--- src/rtl/branch_pred_if.sv ---
// ---------------------------------------------------------------------------
// branch_pred_if
// Tile pin bundle between the host (master) and the perceptron branch
// predictor (slave).
//   ena     : tile enable (host -> predictor, unused by the predictor)
//   ui_in   : instruction address low byte (host -> predictor)
//   uio_in  : [0] new_data_avail, [1] resolved direction (host -> predictor)
//   uo_out  : status / prediction / debug outputs (predictor -> host)
//   uio_out : debug index and weight write enable (predictor -> host)
//   uio_oe  : bidirectional pin output enables (predictor -> host)
// ---------------------------------------------------------------------------
interface branch_pred_if;
  logic       ena;
  logic [7:0] ui_in;
  logic [7:0] uio_in;
  logic [7:0] uo_out;
  logic [7:0] uio_out;
  logic [7:0] uio_oe;

  modport master (
    output ena, ui_in, uio_in,
    input  uo_out, uio_out, uio_oe
  );

  modport slave (
    input  ena, ui_in, uio_in,
    output uo_out, uio_out, uio_oe
  );
endinterface

--- src/rtl/branch_pred.sv ---
// ---------------------------------------------------------------------------
// branch_pred
// Perceptron branch predictor for a TinyTapeout tile. Eight perceptrons of
// HIST_LEN+1 saturating signed weights are indexed by address bits [4:2].
// A query accumulates one weight per cycle into y; the prediction is y >= 0.
// The resolved direction then trains the perceptron (one weight per cycle)
// when it mispredicted or |y| <= THETA, and shifts the global history.
// After reset the weights are zeroed one perceptron per cycle before any
// request is accepted.
//
// Ports:
//   clk     : clock, all logic on the rising edge
//   rst     : synchronous active-high reset
//   bus     : branch_pred_if.slave
//     uo_out[0] pred_ready      uo_out[1] prediction
//     uo_out[2] training_done   uo_out[3] mem_reset_done
//     uo_out[4] dbg new_data_avail rising edge
//     uo_out[6:5] dbg FSM state uo_out[7] dbg memory clear active
//     uio_out[4:2] dbg perceptron index, uio_out[5] dbg weight write enable
//
// Build option: define DEBUG_OUTPUTS_EN to drive the debug outputs and the
// uio output enables; otherwise those pins are held at zero.
// ---------------------------------------------------------------------------
module branch_pred #(
  parameter int HIST_LEN = 4,
  parameter int WEIGHT_W = 8,
  parameter int THETA    = 21
) (
  input  logic          clk,
  input  logic          rst,
  branch_pred_if.slave  bus
);

  localparam int N_W    = HIST_LEN + 1;
  localparam int STEP_W = $clog2(N_W + 1);
  localparam int Y_W    = 11;

  localparam logic signed [WEIGHT_W-1:0] W_MAX = {1'b0, {(WEIGHT_W-1){1'b1}}};
  localparam logic signed [WEIGHT_W-1:0] W_MIN = {1'b1, {(WEIGHT_W-1){1'b0}}};
  localparam logic signed [WEIGHT_W-1:0] W_ONE = {{(WEIGHT_W-1){1'b0}}, 1'b1};
  localparam logic signed [Y_W-1:0]      THETA_Y   = Y_W'(THETA);
  localparam logic [STEP_W-1:0]          LAST_STEP = STEP_W'(HIST_LEN);

  typedef enum logic [1:0] {
    IDLE       = 2'd0,
    COMPUTE    = 2'd1,
    WAIT_TRUTH = 2'd2,
    TRAIN      = 2'd3
  } state_e;

  // Move a weight one step toward up/down, clamped to the signed range.
  function automatic logic signed [WEIGHT_W-1:0] sat_step(
    input logic signed [WEIGHT_W-1:0] w,
    input logic                       up
  );
    logic signed [WEIGHT_W-1:0] r;
    if (up) begin
      r = (w == W_MAX) ? w : w + W_ONE;
    end else begin
      r = (w == W_MIN) ? w : w - W_ONE;
    end
    return r;
  endfunction

  state_e                     state_r;
  logic [2:0]                 idx_r;
  logic [STEP_W-1:0]          step_r;
  logic signed [Y_W-1:0]      y_r;
  logic [HIST_LEN-1:0]        ghr_r;
  logic                       t_r;
  logic                       pred_r;
  logic                       pred_ready_r;
  logic                       train_done_r;
  logic                       mem_done_r;
  logic                       clr_active_r;
  logic                       wr_en_r;
  logic                       nda_q_r;
  logic signed [WEIGHT_W-1:0] w_r [8][N_W];

  logic                       nda_rise_s;
  logic signed [WEIGHT_W-1:0] cur_w_s;
  logic                       hist_bit_s;
  logic signed [Y_W-1:0]      w_ext_s;
  logic signed [Y_W-1:0]      term_s;
  logic signed [Y_W-1:0]      y_next_s;
  logic                       y_small_s;
  logic                       train_need_s;
  logic signed [WEIGHT_W-1:0] upd_w_s;

  // Pins the predictor never looks at.
  logic unused_pins_s;
  assign unused_pins_s = &{1'b0, bus.ena, bus.ui_in[7:5], bus.ui_in[1:0], bus.uio_in[7:2]};

  // Rising edge of new_data_avail; forced low while in reset.
  assign nda_rise_s = bus.uio_in[0] & ~nda_q_r & ~rst;

  // Select the weight and history bit addressed by the current step.
  // Step 0 is the bias weight, whose history bit behaves as a constant 1.
  always_comb begin
    cur_w_s    = {WEIGHT_W{1'b0}};
    hist_bit_s = 1'b1;
    for (int k = 0; k < N_W; k++) begin
      cur_w_s = (step_r == STEP_W'(k)) ? w_r[idx_r][k] : cur_w_s;
    end
    for (int i = 0; i < HIST_LEN; i++) begin
      hist_bit_s = (step_r == STEP_W'(i + 1)) ? ghr_r[i] : hist_bit_s;
    end
  end

  assign w_ext_s  = {{(Y_W-WEIGHT_W){cur_w_s[WEIGHT_W-1]}}, cur_w_s};
  assign term_s   = hist_bit_s ? w_ext_s : -w_ext_s;
  assign y_next_s = y_r + term_s;

  // Train on a mispredict or a low-confidence output.
  assign y_small_s    = (y_r <= THETA_Y) && (y_r >= -THETA_Y);
  assign train_need_s = (pred_r != bus.uio_in[1]) || y_small_s;

  // Weight moves up when the outcome agrees with the history bit (or, for
  // the bias weight, when the branch was taken).
  assign upd_w_s = sat_step(cur_w_s, t_r == hist_bit_s);

  // Memory clear sequencer, prediction/training FSM and weight storage.
  always_ff @(posedge clk) begin
    if (rst) begin
      state_r      <= IDLE;
      idx_r        <= 3'd0;
      step_r       <= {STEP_W{1'b0}};
      y_r          <= {Y_W{1'b0}};
      ghr_r        <= {HIST_LEN{1'b0}};
      t_r          <= 1'b0;
      pred_r       <= 1'b0;
      pred_ready_r <= 1'b0;
      train_done_r <= 1'b0;
      mem_done_r   <= 1'b0;
      clr_active_r <= 1'b0;
      wr_en_r      <= 1'b0;
      nda_q_r      <= 1'b0;
    end else begin
      nda_q_r <= bus.uio_in[0];
      if (!mem_done_r) begin
        if (!clr_active_r) begin
          clr_active_r <= 1'b1;
          idx_r        <= 3'd0;
          wr_en_r      <= 1'b1;
        end else begin
          for (int k = 0; k < N_W; k++) begin
            w_r[idx_r][k] <= {WEIGHT_W{1'b0}};
          end
          if (idx_r == 3'd7) begin
            clr_active_r <= 1'b0;
            wr_en_r      <= 1'b0;
            mem_done_r   <= 1'b1;
            idx_r        <= 3'd0;
          end else begin
            idx_r <= idx_r + 3'd1;
          end
        end
      end else begin
        case (state_r)
          IDLE: begin
            if (nda_rise_s) begin
              state_r      <= COMPUTE;
              idx_r        <= bus.ui_in[4:2];
              step_r       <= {STEP_W{1'b0}};
              y_r          <= {Y_W{1'b0}};
              pred_ready_r <= 1'b0;
              train_done_r <= 1'b0;
            end
          end
          COMPUTE: begin
            y_r <= y_next_s;
            if (step_r == LAST_STEP) begin
              pred_r       <= ~y_next_s[Y_W-1];
              pred_ready_r <= 1'b1;
              step_r       <= {STEP_W{1'b0}};
              state_r      <= WAIT_TRUTH;
            end else begin
              step_r <= step_r + {{(STEP_W-1){1'b0}}, 1'b1};
            end
          end
          WAIT_TRUTH: begin
            if (nda_rise_s) begin
              state_r      <= TRAIN;
              t_r          <= bus.uio_in[1];
              pred_ready_r <= 1'b0;
              wr_en_r      <= train_need_s;
              step_r       <= {STEP_W{1'b0}};
            end
          end
          TRAIN: begin
            for (int k = 0; k < N_W; k++) begin
              if (wr_en_r && (step_r == STEP_W'(k))) begin
                w_r[idx_r][k] <= upd_w_s;
              end
            end
            if (step_r == LAST_STEP) begin
              ghr_r        <= {ghr_r[HIST_LEN-2:0], t_r};
              train_done_r <= 1'b1;
              wr_en_r      <= 1'b0;
              step_r       <= {STEP_W{1'b0}};
              state_r      <= IDLE;
            end else begin
              step_r <= step_r + {{(STEP_W-1){1'b0}}, 1'b1};
            end
          end
          default: begin
            state_r <= IDLE;
          end
        endcase
      end
    end
  end

`ifdef DEBUG_OUTPUTS_EN
  assign bus.uo_out  = {clr_active_r, state_r, nda_rise_s, mem_done_r,
                        train_done_r, pred_r, pred_ready_r};
  assign bus.uio_out = {2'b00, wr_en_r, idx_r, 2'b00};
  assign bus.uio_oe  = 8'b0011_1100;
`else
  assign bus.uo_out  = {4'b0000, mem_done_r, train_done_r, pred_r, pred_ready_r};
  assign bus.uio_out = 8'b0000_0000;
  assign bus.uio_oe  = 8'b0000_0000;
`endif

endmodule

--- src/flat_wrapper.sv ---
// flat-port wrapper written by rule: the top's interface ports become plain ports
module branch_pred_flat 
#(
  parameter int HIST_LEN = 4,
  parameter int WEIGHT_W = 8,
  parameter int THETA    = 21
)
  (clk, rst, bus_ena, bus_ui_in, bus_uio_in, bus_uo_out, bus_uio_out, bus_uio_oe);
  branch_pred_if bus_i ();
  input  logic clk;
  input  logic rst;
  input wire logic [$bits(bus_i.ena)-1:0] bus_ena;
  input wire logic [$bits(bus_i.ui_in)-1:0] bus_ui_in;
  input wire logic [$bits(bus_i.uio_in)-1:0] bus_uio_in;
  output wire logic [$bits(bus_i.uo_out)-1:0] bus_uo_out;
  output wire logic [$bits(bus_i.uio_out)-1:0] bus_uio_out;
  output wire logic [$bits(bus_i.uio_oe)-1:0] bus_uio_oe;
  assign bus_i.ena = bus_ena;
  assign bus_i.ui_in = bus_ui_in;
  assign bus_i.uio_in = bus_uio_in;
  assign bus_uo_out = bus_i.uo_out;
  assign bus_uio_out = bus_i.uio_out;
  assign bus_uio_oe = bus_i.uio_oe;
  branch_pred #(.HIST_LEN(HIST_LEN), .WEIGHT_W(WEIGHT_W), .THETA(THETA)) u_core (.clk(clk), .rst(rst), .bus(bus_i));
endmodule
--- config.mk ---
export PLATFORM = sky130hd
export DESIGN_NAME = branch_pred_flat
export DESIGN_NICKNAME = d
export VERILOG_FILES = /design/src/rtl/branch_pred_if.sv /design/src/rtl/branch_pred.sv /design/src/flat_wrapper.sv
export SDC_FILE = /design/constraint.sdc
export NUM_CORES = 1
export LEC_CHECK = 0
export CORE_MARGIN = 3
export CORE_UTILIZATION = 60
export CTS_BUF_LIST = sky130_fd_sc_hd__clkbuf_16
export CTS_CLUSTER_SIZE = 40
export DETAILED_ROUTE_END_ITERATION = 10
export PLACE_DENSITY_LB_ADDON = 0.08
export SYNTH_ARGS = -nofsm -noshare
export SYNTH_HDL_FRONTEND = slang
export SYNTH_SLANG_ARGS = --single-unit
--- constraint.sdc ---
create_clock -name clk -period 8.25 [get_ports clk]
set_input_delay 1.2375 -clock clk [delete_from_list [all_inputs] [get_ports clk]]
set_output_delay 1.2375 -clock clk [all_outputs]
set_load 0.01 [all_outputs]
* After elaboration in Yosys (flattened, before gate mapping) *
Memory sizes are Yosys's and may differ from the RTL's. A register that Yosys moved wholly into a read port is not among the register bits.
Cells that the tools add are included.

storage, ports and cells
  memories = 1
  memory bits (writable) = 320
  bits in registers = 31
  input bits = 19

operators by class
  eq/ne operators = 23
  add/subtract/negate cells = 6
  bitwise operators = 10
  muxes and demuxes = 79
  reduce and logical (&&, ||, !) cells = 24
  magnitude comparators = 2

memory list
  memory      words  bits a word  rd ports  clocked after Yosys merged registers in  wr ports  RTL line           text
  u_core.w_r  8      40           1         1                                        1         branch_pred.sv:78  logic signed [WEIGHT_W-1:0] w_r [8][N_W];

operator list
  kind                                                              count
  two-way mux 8 bit                                                 13
  two-way mux 1 bit                                                 45
  two-way mux 3 bit                                                 9
  two-way mux 11 bit                                                2
  case mux 11 bit (2 select lines)                                  1
  equality test 8 bit (second input constant)                       2
  AND reduction 3 bit                                               4
  AND reduction 4 bit                                               3
  adder 11 bit                                                      1
  >= comparator 11 x 6 -> 1 bit (second input constant)             1
  less-or-equal comparator 11 x 6 -> 1 bit (second input constant)  1
  negation 8 -> 11 bit                                              1
  != test 2 x 1 -> 1 bit (second input constant)                    5
  != test 3 bit (second input constant)                             3
  adder 8 x 2 -> 8 bit (second input constant)                      1
  two-way mux 2 bit                                                 4
  case mux 2 bit (4 select lines)                                   1
  subtractor 8 x 2 -> 8 bit (second input constant)                 1
  adder 3 x 1 -> 3 bit (second input constant)                      2
  equality test 3 x 2 -> 1 bit (second input constant)              2
  equality test 3 bit (second input constant)                       2
  logical AND 1 bit                                                 6
  case mux 1 bit (2 select lines)                                   3
  case mux 3 bit (2 select lines)                                   1
  17 further kinds                                                  30

* Depth between registers and ports, before layout *
  depth after elaboration = 10
  mapped depth = 25
  depth with buffers taken out = 22

* Least setup slack after synthesis *
Ideal clock, no wire load.

  kind = register to register
  from = register with a tool-made name
  to = register u_core.y_r[10]
  period minus slack after synthesis = 4523 ps
  slack = 3727 ps
  cell stages (with the launch flop) = 24
  path buffers = 4
  library setup time = 117 ps
  data arrival time = 4406 ps
  cells stage by stage = dfxtp_1 buf_6 buf_8 buf_8 mux4_2 a22oi_1 o211ai_1 a32oi_1 or2_2 buf_2 ha_1 o21a_1 o2111ai_1 nor2_1 nor2_1 xnor2_1 ha_1 or3_1 o21ai_0 a21oi_1 a21o_1 a21oi_1 xnor3_1 a22o_1

RTL lines
  item                  RTL line            text
  to (signal assigned)  branch_pred.sv:128  y_r <= {Y_W{1'b0}};
  to (signal assigned)  branch_pred.sv:165  y_r <= {Y_W{1'b0}};
  to (signal assigned)  branch_pred.sv:171  y_r <= y_next_s;
  to (decl)             branch_pred.sv:68   logic signed [Y_W-1:0] y_r;

==> results.txt <==
----------------------------------------------------
[Synthesis]
  Sequential share of the synthesized area ... 65.0%
  Yosys Warn Count ... 0
  Top cells by area in the synthesized netlist ... edfxtp_1, mux4_2, dfxtp_1, mux2i_1, nor2_1
  Count of different cell masters after synthesis ... 88
  EDFF count, synth ... 320
  Mean post-synth cell area ... 15.1 sq um
  Synth top area share ... about three fifths
  Ys async rst share ... 0%
  Number of cells produced by synthesis ... 1049
  Post-synth top area cell ... edfxtp_1
  Synth Cell Area ... 15800 sq um
  Most used flip-flop cell after synthesis ... edfxtp_1
  Post-synthesis sequential element count ... 354

[Floorplan]
  Standard cell core area ... around 26000 sq um
  Overall die area ... 28400 sq um
  Effective utilization at floorplan ... 61.9%
  Y dimension of the die ... 168 um
  Row cnt ... 58
  Top-level I/O count ... 43
  Chip Width ... between 150 and 200 um

[Worst setup path]
  Largest fanout on the critical path ... 52
  Required time worst endpoint ... between 8000 and 9000 ps
  Worst reg-to-reg setup slack ... 2480 ps
  Critical setup path kind ... flop to flop
  Critical Path End Type ... flop
  Worst reg2reg endpoint ... u_core.y_r[10]$_SDFFE_PP0P_
  Reg2Reg Depth ... 20
  Worst Path Arrival ... 6190 ps
  Kind of start point of the critical path ... flop

[Routing]
  Wire length per cell ... 24.9 um
  Violation count after the first detailed-routing iteration ... about 940
  Detailed-router iteration count before antenna repair ... 5
  Total wire length ... 35200 um
  Post-route antenna net violation count ... 0
  Detailed-route via count ... 8992
  Remaining routing DRC violations ... 0
  Via density ... 6.36

[STA]
  Setup TNS after final layout ... 0 ps
  Number of failing hold endpoints at the final stage ... 0
  Fin crit share ... between 60% and 70%
  Number of endpoints failing setup at the final stage ... 0
  Layout Skew ... 26.7 ps
  Time the final worst path needs with I/O delays and setup ... about 5800 ps
  RSZ-0062 raised after global routing ... false
  Headroom to the max-slew limit ... 25.2%
  F_max ... 173 MHz
  Least-Margin Pin Slew ... 1120 ps
  Final-report max-slew violation count ... 0

[Flow run]
  Max Cap Violations ... 0

[Placement]
  Half-perimeter wire length after detailed placement ... approximately 23000 um
  Input/output buffers ... 10
  Cell area after placement ... 16000 sq um
  Final estimated routing congestion in global placement ... about 0.9

[Worst hold path]
  Hold Path Class ... flop to flop
  Number of cells on the worst hold path ... 2
  End of the worst hold path ... u_core.pred_ready_r$_SDFFE_PP0P_
  Origin of the worst min-delay path ... u_core.pred_ready_r$_SDFFE_PP0P_

[Outcome]
  Status ... finished clean

[Global routing]
  Largest net degree at the start of global routing ... 53
  Residual overflow from global routing ... 0
  Vias in the first global route ... a little under 9000
  Number of antenna violations at the first check in global routing ... 0
  First-pass GRT wire length ... 53400 um
  GRT Util Overall ... 25.1%

[Power]
  Areal power density over the cells ... 217 nW/um^2
  VDD IR max ... between 0.00015 and 0.0002 V
  Leakage power figure ... 5.41 nW

[Layout]
  Share of layout cells above drive strength 1 ... 12.5%
  Synth-to-Final Area Change ... 8.41%
  Final nets ... 1097
  Cell area after layout ... 17200 sq um
  Ant. Diodes ... 0

[Clocking]
  Total of cells resized after clock tree synthesis ... 0
  Clk Tree Root Cell ... clkbuf_16
  Clock sinks ... 354
  Cts hold-fix bufs ... 0
  Post-CTS Repair Setup Buffers ... 0
  Total CTS buffers ... 37
  Skew-Pair Late Insertion Delay ... between 500 and 600 ps
  Post-CTS clock slew at the launch and capture registers of the worst setup and hold paths ... 50 ps
  Clock tree from TritonCTS ... done
  Number of buffers on the longest clock path ... 3
  Maximum level of the CTS H-tree ... 2

----------------------------------------------------
-- layout by cell type, fill, tap and decap left out, types with 10 or more instances in the layout --
cell and instances:
mux2i_1 66, o21ai_0 13, clkdlybuf4s50_1 10, dfxtp_1 32
nor3_1 10, mux4_2 49, clkbuf_16 37, xnor2_1 12
ha_1 23, conb_1 20, nor2b_1 16, nand2_1 49
inv_1 31, a21oi_1 41, a22oi_1 16, nand3_1 16
buf_4 11, a22o_1 11, edfxtp_1 320, nor2_1 131
-- stage by stage --
| stage | power [mW] | hold WS (ps) | util [%] | cells | setup WS [ps] |
|---|---|---|---|---|---|
| final | 3.72 | 459 | 67.1 | 1413 | 2480 |
| after global routing | 3.83 | 505 | 67.1 | 1413 | 2140 |
| after CTS | 3.74 | 461 | 67.1 | 1413 | 2530 |
| after detailed placement | 2.15 | 452 | 62.5 | 1345 | 2550 |
| after global placement | 2.15 | 442 | 62.5 | 1345 | 2590 |
| after floorplan | 2.12 | 432 | - | 1068 | 3730 |
-- synth_stat cells (all sizes together) (3+ instances only) --
library cell / number
o31ai: 3
and2: 7
mux2: 5
or3b: 4
nand3b: 3
o21bai: 3
a21oi: 41
a21boi: 3
a211oi: 4
nand4: 3
xnor2: 13
a32oi: 4
or4: 3
clkbuf: 21
nor3b: 3
or3: 4
nor2b: 16
o21ai: 17
mux4: 56
a22o: 11
inv: 19
nor4: 4
ha: 23
a221o: 3
a21o: 7
buf: 53
o22ai: 4
nand2: 49
o32a: 3
nor3: 10
edfxtp: 320
nor2: 132
nand2b: 8
a221oi: 3
and3: 6
mux2i: 66
a22oi: 17
a31oi: 6
nand3: 16
o211ai: 5
dfxtp: 34
xor2: 3
or2: 5
-- sequential cells by signal, indices dropped and copies added, names as in the netlist, 2 cells and up, named ones only --
| signal | flops |
|---|---|
| u_core.idx_r | 3 |
| u_core.ghr_r | 4 |
| u_core.step_r | 3 |
| u_core.state_r | 2 |
| u_core.w_r | 320 |
| u_core.y_r | 11 |
-- area by class of cell --
| cell class | instances | area (sq um) |
|---|---|---|
| clock buffer | 37 | 926 |
| clock inverter | 31 | 258 |
| fill | 1753 | 8390 |
| inverter | 19 | 71.3 |
| multi-input combinational | 621 | 5000 |
| sequential | 354 | 10300 |
| tap | 330 | 413 |
| timing repair buffer | 21 | 183 |
-- power breakdown --
group	switching [mW]	leakage (nW)	total, mW	internal, mW
Clock	0.683	0.630	1.60	0.921
Sequential	0.0159	2.88	1.96	1.94
Combinational	0.0983	1.90	0.158	0.0599
-- cells by family (layout without fill, tap and decap cells) --
group,Yosys count,after routing,synth area share [%]
buffers and inverters,93,108,3.79
xor gates and xnor gates,17,17,1.08
adders and majority gates,24,24,1.95
DFF,354,354,65.0
muxes,127,127,12.7
AOI/OAI and AO/OA,150,150,6.87
and+or+nand+nor,283,283,8.59
other,1,20,0.0237
-- critical path, cell delays in order (launching register included) --
cell and delay [ps]:
dfxtp_4 910, buf_4 480, mux4_1 410, a221o_1 370, a21oi_1 160, o32a_1 190
or2_1 250, ha_1 290, o21a_1 140, o2111ai_1 190, nor2_1 260, nor2_1 80
xnor2_1 170, ha_1 360, or3_1 310, o21ai_0 80, a21oi_1 100, a21o_1 200
a21oi_1 160, xnor3_1 260, a22o_1 210
-- worst max-delay path by stage --
stage                                             end  slack, ps  cells past startpoint
final                     u_core.y_r[10]$_SDFFE_PP0P_       2480                     20
after global routing       u_core.pred_r$_SDFFE_PP0P_       2140                     20
after CTS                 u_core.y_r[10]$_SDFFE_PP0P_       2530                     20
after detailed placement  u_core.y_r[10]$_SDFFE_PP0P_       2550                     20
after global placement    u_core.y_r[10]$_SDFFE_PP0P_       2590                     20
after floorplan           u_core.y_r[10]$_SDFFE_PP0P_       3730                     23
-- routing by layer --
metal	track usage (%)	up-vias	routed length (um)
met5	0	-	0
met1	37.6	4504	15100
met2	38.5	376	16300
met4	8.04	0	1150
met3	3.94	86	2650
li1	-	4026	-
No activity file was read; power rests on OpenSTA's default activity.
==> RTL change 1 (same flow settings) <==
Build with the macro `DEBUG_OUTPUTS_EN` defined.
--- a/src/rtl/branch_pred.sv
+++ b/src/rtl/branch_pred.sv
@@ -22,4 +22,6 @@
 // uio output enables; otherwise those pins are held at zero.
 // ---------------------------------------------------------------------------
+`define DEBUG_OUTPUTS_EN
+
 module branch_pred #(
   parameter int HIST_LEN = 4,
Behaviour: not the same (Yosys sat finds a counterexample within 4 cycles, from zero or initial values and one cycle with rst high).
==> RTL change 1 against the unedited design <==
Final area grew 1.2%; worst setup slack better by 0.12 ns; via count up 1.6%; hold slack better by 0.0048 ns; sequential cell count stayed put; count of clock-buffer cells in the layout up 2; power up 0.20%; sequential share of layout area fell by 0.70 points; area after synthesis up 0.26%; die area up 0.25%; synthesized cell count grew 0.86%; critical path type unchanged; routed wire length is 2.0% higher.
==> RTL change 1: results (changes against the unedited design) <==
status=finished clean; Static Leak=5.39 nW (-0.34%); Hold Worst Slack=0.463 ns (+0.00479 ns); reg-to-reg critical path endpoint=u_core.pred_r$_SDFFE_PP0P_; Mapped Area=15900 um2 (+0.26%); VDD IR max=272 uV (+39%); sequential cell area share=0.593 (-0.00697); total power=3.73 mW (+0.20%); Post-synth top cells=320 x edfxtp_1, 134 x nor2_1, 61 x mux2i_1; final instance area=17400 um2 (+1.2%); DP Cell Count=1363 (+1.3%); DRT Pass-1 Iters=6 (+1); overall routing resource usage=0.255 (+0.00385); count of plain and timing-repair buffers=32 (+52%); worst skew pair latency=0.53 ns (-0.02 ns); clock buffer count from CTS=38 (+2.7%); clock sinks=354 (unchanged); worst slack, placed=2.65 ns (+0.0995 ns); sequential-to-total area share from yosys stat=0.649 (-0.00169); Non-Clock Inverter Count=28 (+9); DP HPWL=23.1 mm (+0.49%); fraction of layout cells with a size suffix above 1=0.121 (-0.00407); unique cell type count in the Yosys netlist=82 (-6.8%); async set-reset flop share out of synthesis=0 (unchanged); Signal buf overhead=0.0172 (+0.00651); multiplexer area fraction after synthesis=0.131 (+0.00409); crit-path max FO=41 (-21%); Sw Share=0.213 (-0.00131); I/O Buffers=18 (+8); Slew HR=0.248 (-0.00384); final-layout clock buffer total=39 (+5.4%); clock network area share=0.0686 (-0.000441); global-route wire length before repair=54.3 mm (+1.8%); Via Count=9135 (+1.6%); vias in the first global route=8922 (+2.8%); Multi-input gate area=5050 um2 (+0.93%); Max clock buf depth=3 (unchanged); total detailed-routing wirelength=35.9 mm (+2.0%); CP max stage delay=0.85 ns (-0.06 ns); Adder-Cell Fraction of Synth Area=0.0194 (-0.0000506); comb_multi_in=619 (-0.32%); largest cells by area after synthesis=edfxtp_1 61%, mux4_2 5.5%, dfxtp_1 4.3%; final cell count without fillers=1433 (+1.4%); post-route clock skew=0.0189 ns (-0.00776 ns); post-synthesis compound-gate area fraction=0.0696 (+0.000926); CP arrival=6.09 ns (-0.10 ns); cell count after synthesis=1058 (+0.86%); xor/xnor share of the synthesized area=0.0110 (+0.000209); fill count=1787 (+1.9%); largest net degree at the start of global routing=69 (+30%); GP Congestion=0.893 (+2.0%)
## RTL change 1: cell count changes in the layout (fill, tap and decap cells not counted), sizes merged, moves of 7 or more
cell	unedited run	this run
nor3	10	18
o22ai	4	12
nand2	49	57
conb	20	12
inv	34	41
a22oi	17	29
clkdlybuf4s50	10	18
a22o	11	0
## RTL change 1: tightest hold or removal path, delay by kind of cell, from the launching register on
kind | cells | cell delay (ns)
flip-flops | 1 | 0.31
AND/OR/NAND/NOR | 1 | 0.05
AO/OA/AOI/OAI | 1 | 0.05
## RTL change 1: per-layer routing
| metal | track usage | vias to the layer above | wire [um] |
|---|---|---|---|
| met3 | 0.0551 | 68 | 2710 |
| met2 | 0.397 | 362 | 16900 |
| li1 | - | 4099 | - |
| met5 | 0 | - | 0 |
| met4 | 0.0797 | 0 | 988 |
| met1 | 0.366 | 4606 | 15300 |
## RTL change 1: worst max path at each step
| stage | startpoint | endpoint | slack (ns) | cells after the start |
|---|---|---|---|---|
| after floorplan | register | u_core.pred_r$_SDFFE_PP0P_ | 3.82 | 21 |
| after global placement | register | u_core.pred_r$_SDFFE_PP0P_ | 2.73 | 18 |
| after detailed placement | register | u_core.pred_r$_SDFFE_PP0P_ | 2.65 | 17 |
| after CTS | register | u_core.pred_r$_SDFFE_PP0P_ | 2.59 | 17 |
| after global routing | register | u_core.pred_r$_SDFFE_PP0P_ | 2.08 | 19 |
| final | register | u_core.pred_r$_SDFFE_PP0P_ | 2.60 | 17 |
## RTL change 1: cell families after synthesis
| logic type | Yosys count |
|---|---|
| other | 2 |
| AND/OR/NAND/NOR | 286 |
| AO/OA/AOI/OAI | 151 |
| buffers and inverters | 95 |
| multiplexers | 127 |
| adder cells (fa/ha/maj) | 24 |
| flip-flops | 354 |
| XOR/XNOR | 19 |
==> RTL change 2 (same flow settings) <==
Made on the original files. Change the localparam `Y_W` from 11 to 22.
--- a/src/rtl/branch_pred.sv
+++ b/src/rtl/branch_pred.sv
@@ -34,5 +34,5 @@
   localparam int N_W    = HIST_LEN + 1;
   localparam int STEP_W = $clog2(N_W + 1);
-  localparam int Y_W    = 11;
+  localparam int Y_W    = 22;
 
   localparam logic signed [WEIGHT_W-1:0] W_MAX = {1'b0, {(WEIGHT_W-1){1'b1}}};
Function: not settled (the Yosys comparison gave no result); the edit may change what the design does.
==> RTL change 2 against the unedited design <==
Largest power group unchanged; final area is 5.5% higher; via count grew 9.5%; final cell count rose by 9.3%; routed wire length rose by 6.3%; highest routed layer unchanged; area after synthesis grew 5.5%; global-route usage grew 0.34 points; sequential cell count rose by 11; power rose by 0.59%; worst setup slack got worse by 0.41 ns; hold slack gained 0.021 ns; clock power fell by 3%; count of clock-buffer cells in the layout up 1.
==> RTL change 2: results (changes against the unedited design) <==
sequential-to-total area share from yosys stat=0.630 (-0.0209); VDD IR max=200 uV (+2.0%); tapcell count=372 (+13%); overall routing resource usage=0.254 (+0.00337); Hold EP=u_core.train_done_r$_SDFFE_PP0P_; M1 wire length=15.7 mm (+3.7%); met3 routed WL=2.56 mm (-3.2%); clock network area share=0.0615 (-0.00755); final-layout clock buffer total=38 (+2.7%); worst slack, placed=2.15 ns (-0.399 ns); global-route wire length before repair=58.4 mm (+9.4%); sequential cell area share=0.581 (-0.0192); Final nets=1212 (+10%); Non-Clock Inverter Count=23 (+4); DR WL/cell=24.2 um (-2.8%); reg-to-reg critical path endpoint=u_core.pred_r$_SDFFE_PP0P_; Post-synth top cells=320 x edfxtp_1, 136 x nor2_1, 80 x mux4_2; Signal buf overhead=0.0115 (+0.000826); Gate power share=0.049 (+0.006); vias in the first global route=9556 (+10%); HP Start=u_core.train_done_r$_SDFFE_PP0P_; unique cell type count in the Yosys netlist=79 (-10%); detailed router's first-iteration violation count=1080 (+15%); Multi-input gate area=5710 um2 (+14%); status=finished clean; worst skew pair latency=0.53 ns (-0.02 ns); Reg2Reg Depth=21 (+5.0%); post-route clock skew=0.0224 ns (-0.00427 ns); CP max stage delay=0.65 ns (-0.26 ns)
RTL change 2: cell types whose count changed after synthesis, moves of 11 or more:
| cell | unedited run | this run |
|---|---|---|
| nand2_1 | 49 | 74 |
| ha_1 | 23 | 40 |
| a22o_1 | 11 | 0 |
| mux4_2 | 49 | 80 |
| nand3_1 | 16 | 28 |
| mux2i_1 | 66 | 13 |
| dfxtp_1 | 34 | 45 |
| a21oi_1 | 41 | 58 |
RTL change 2: cells by family after synthesis:
family | after synthesis | share of synthesized area
flops | 365 | 0.630
simple gates | 330 | 0.0947
compound gates | 190 | 0.0788
buf+inv | 100 | 0.0334
mux | 97 | 0.119
fa+ha+maj | 41 | 0.0312
xor+xnor | 25 | 0.0131
other cells | 1 | 0.000225
RTL change 2: worst max path at each step:
stage | from | endpoint | slack (ns) | depth (start not counted)
after floorplan | u_core.step_r[2]$_SDFFE_PP0P_ | u_core.y_r[21]$_SDFFE_PP0P_ | 3.15 | 21
after global placement | register | u_core.pred_r$_SDFFE_PP0P_ | 2.25 | 20
after detailed placement | register | u_core.pred_r$_SDFFE_PP0P_ | 2.15 | 20
after CTS | u_core.step_r[2]$_SDFFE_PP0P_ | u_core.pred_r$_SDFFE_PP0P_ | 2.11 | 19
after global routing | u_core.step_r[2]$_SDFFE_PP0P_ | u_core.pred_r$_SDFFE_PP0P_ | 1.65 | 19
final | u_core.step_r[2]$_SDFFE_PP0P_ | u_core.pred_r$_SDFFE_PP0P_ | 2.06 | 21
RTL change 2: metal layers:
| layer | up-vias | global-route usage |
|---|---|---|
| li1 | 4429 | - |
| met3 | 73 | 0.0356 |
| met5 | - | 0 |
| met1 | 4984 | 0.370 |
| met4 | 0 | 0.0659 |
| met2 | 358 | 0.412 |
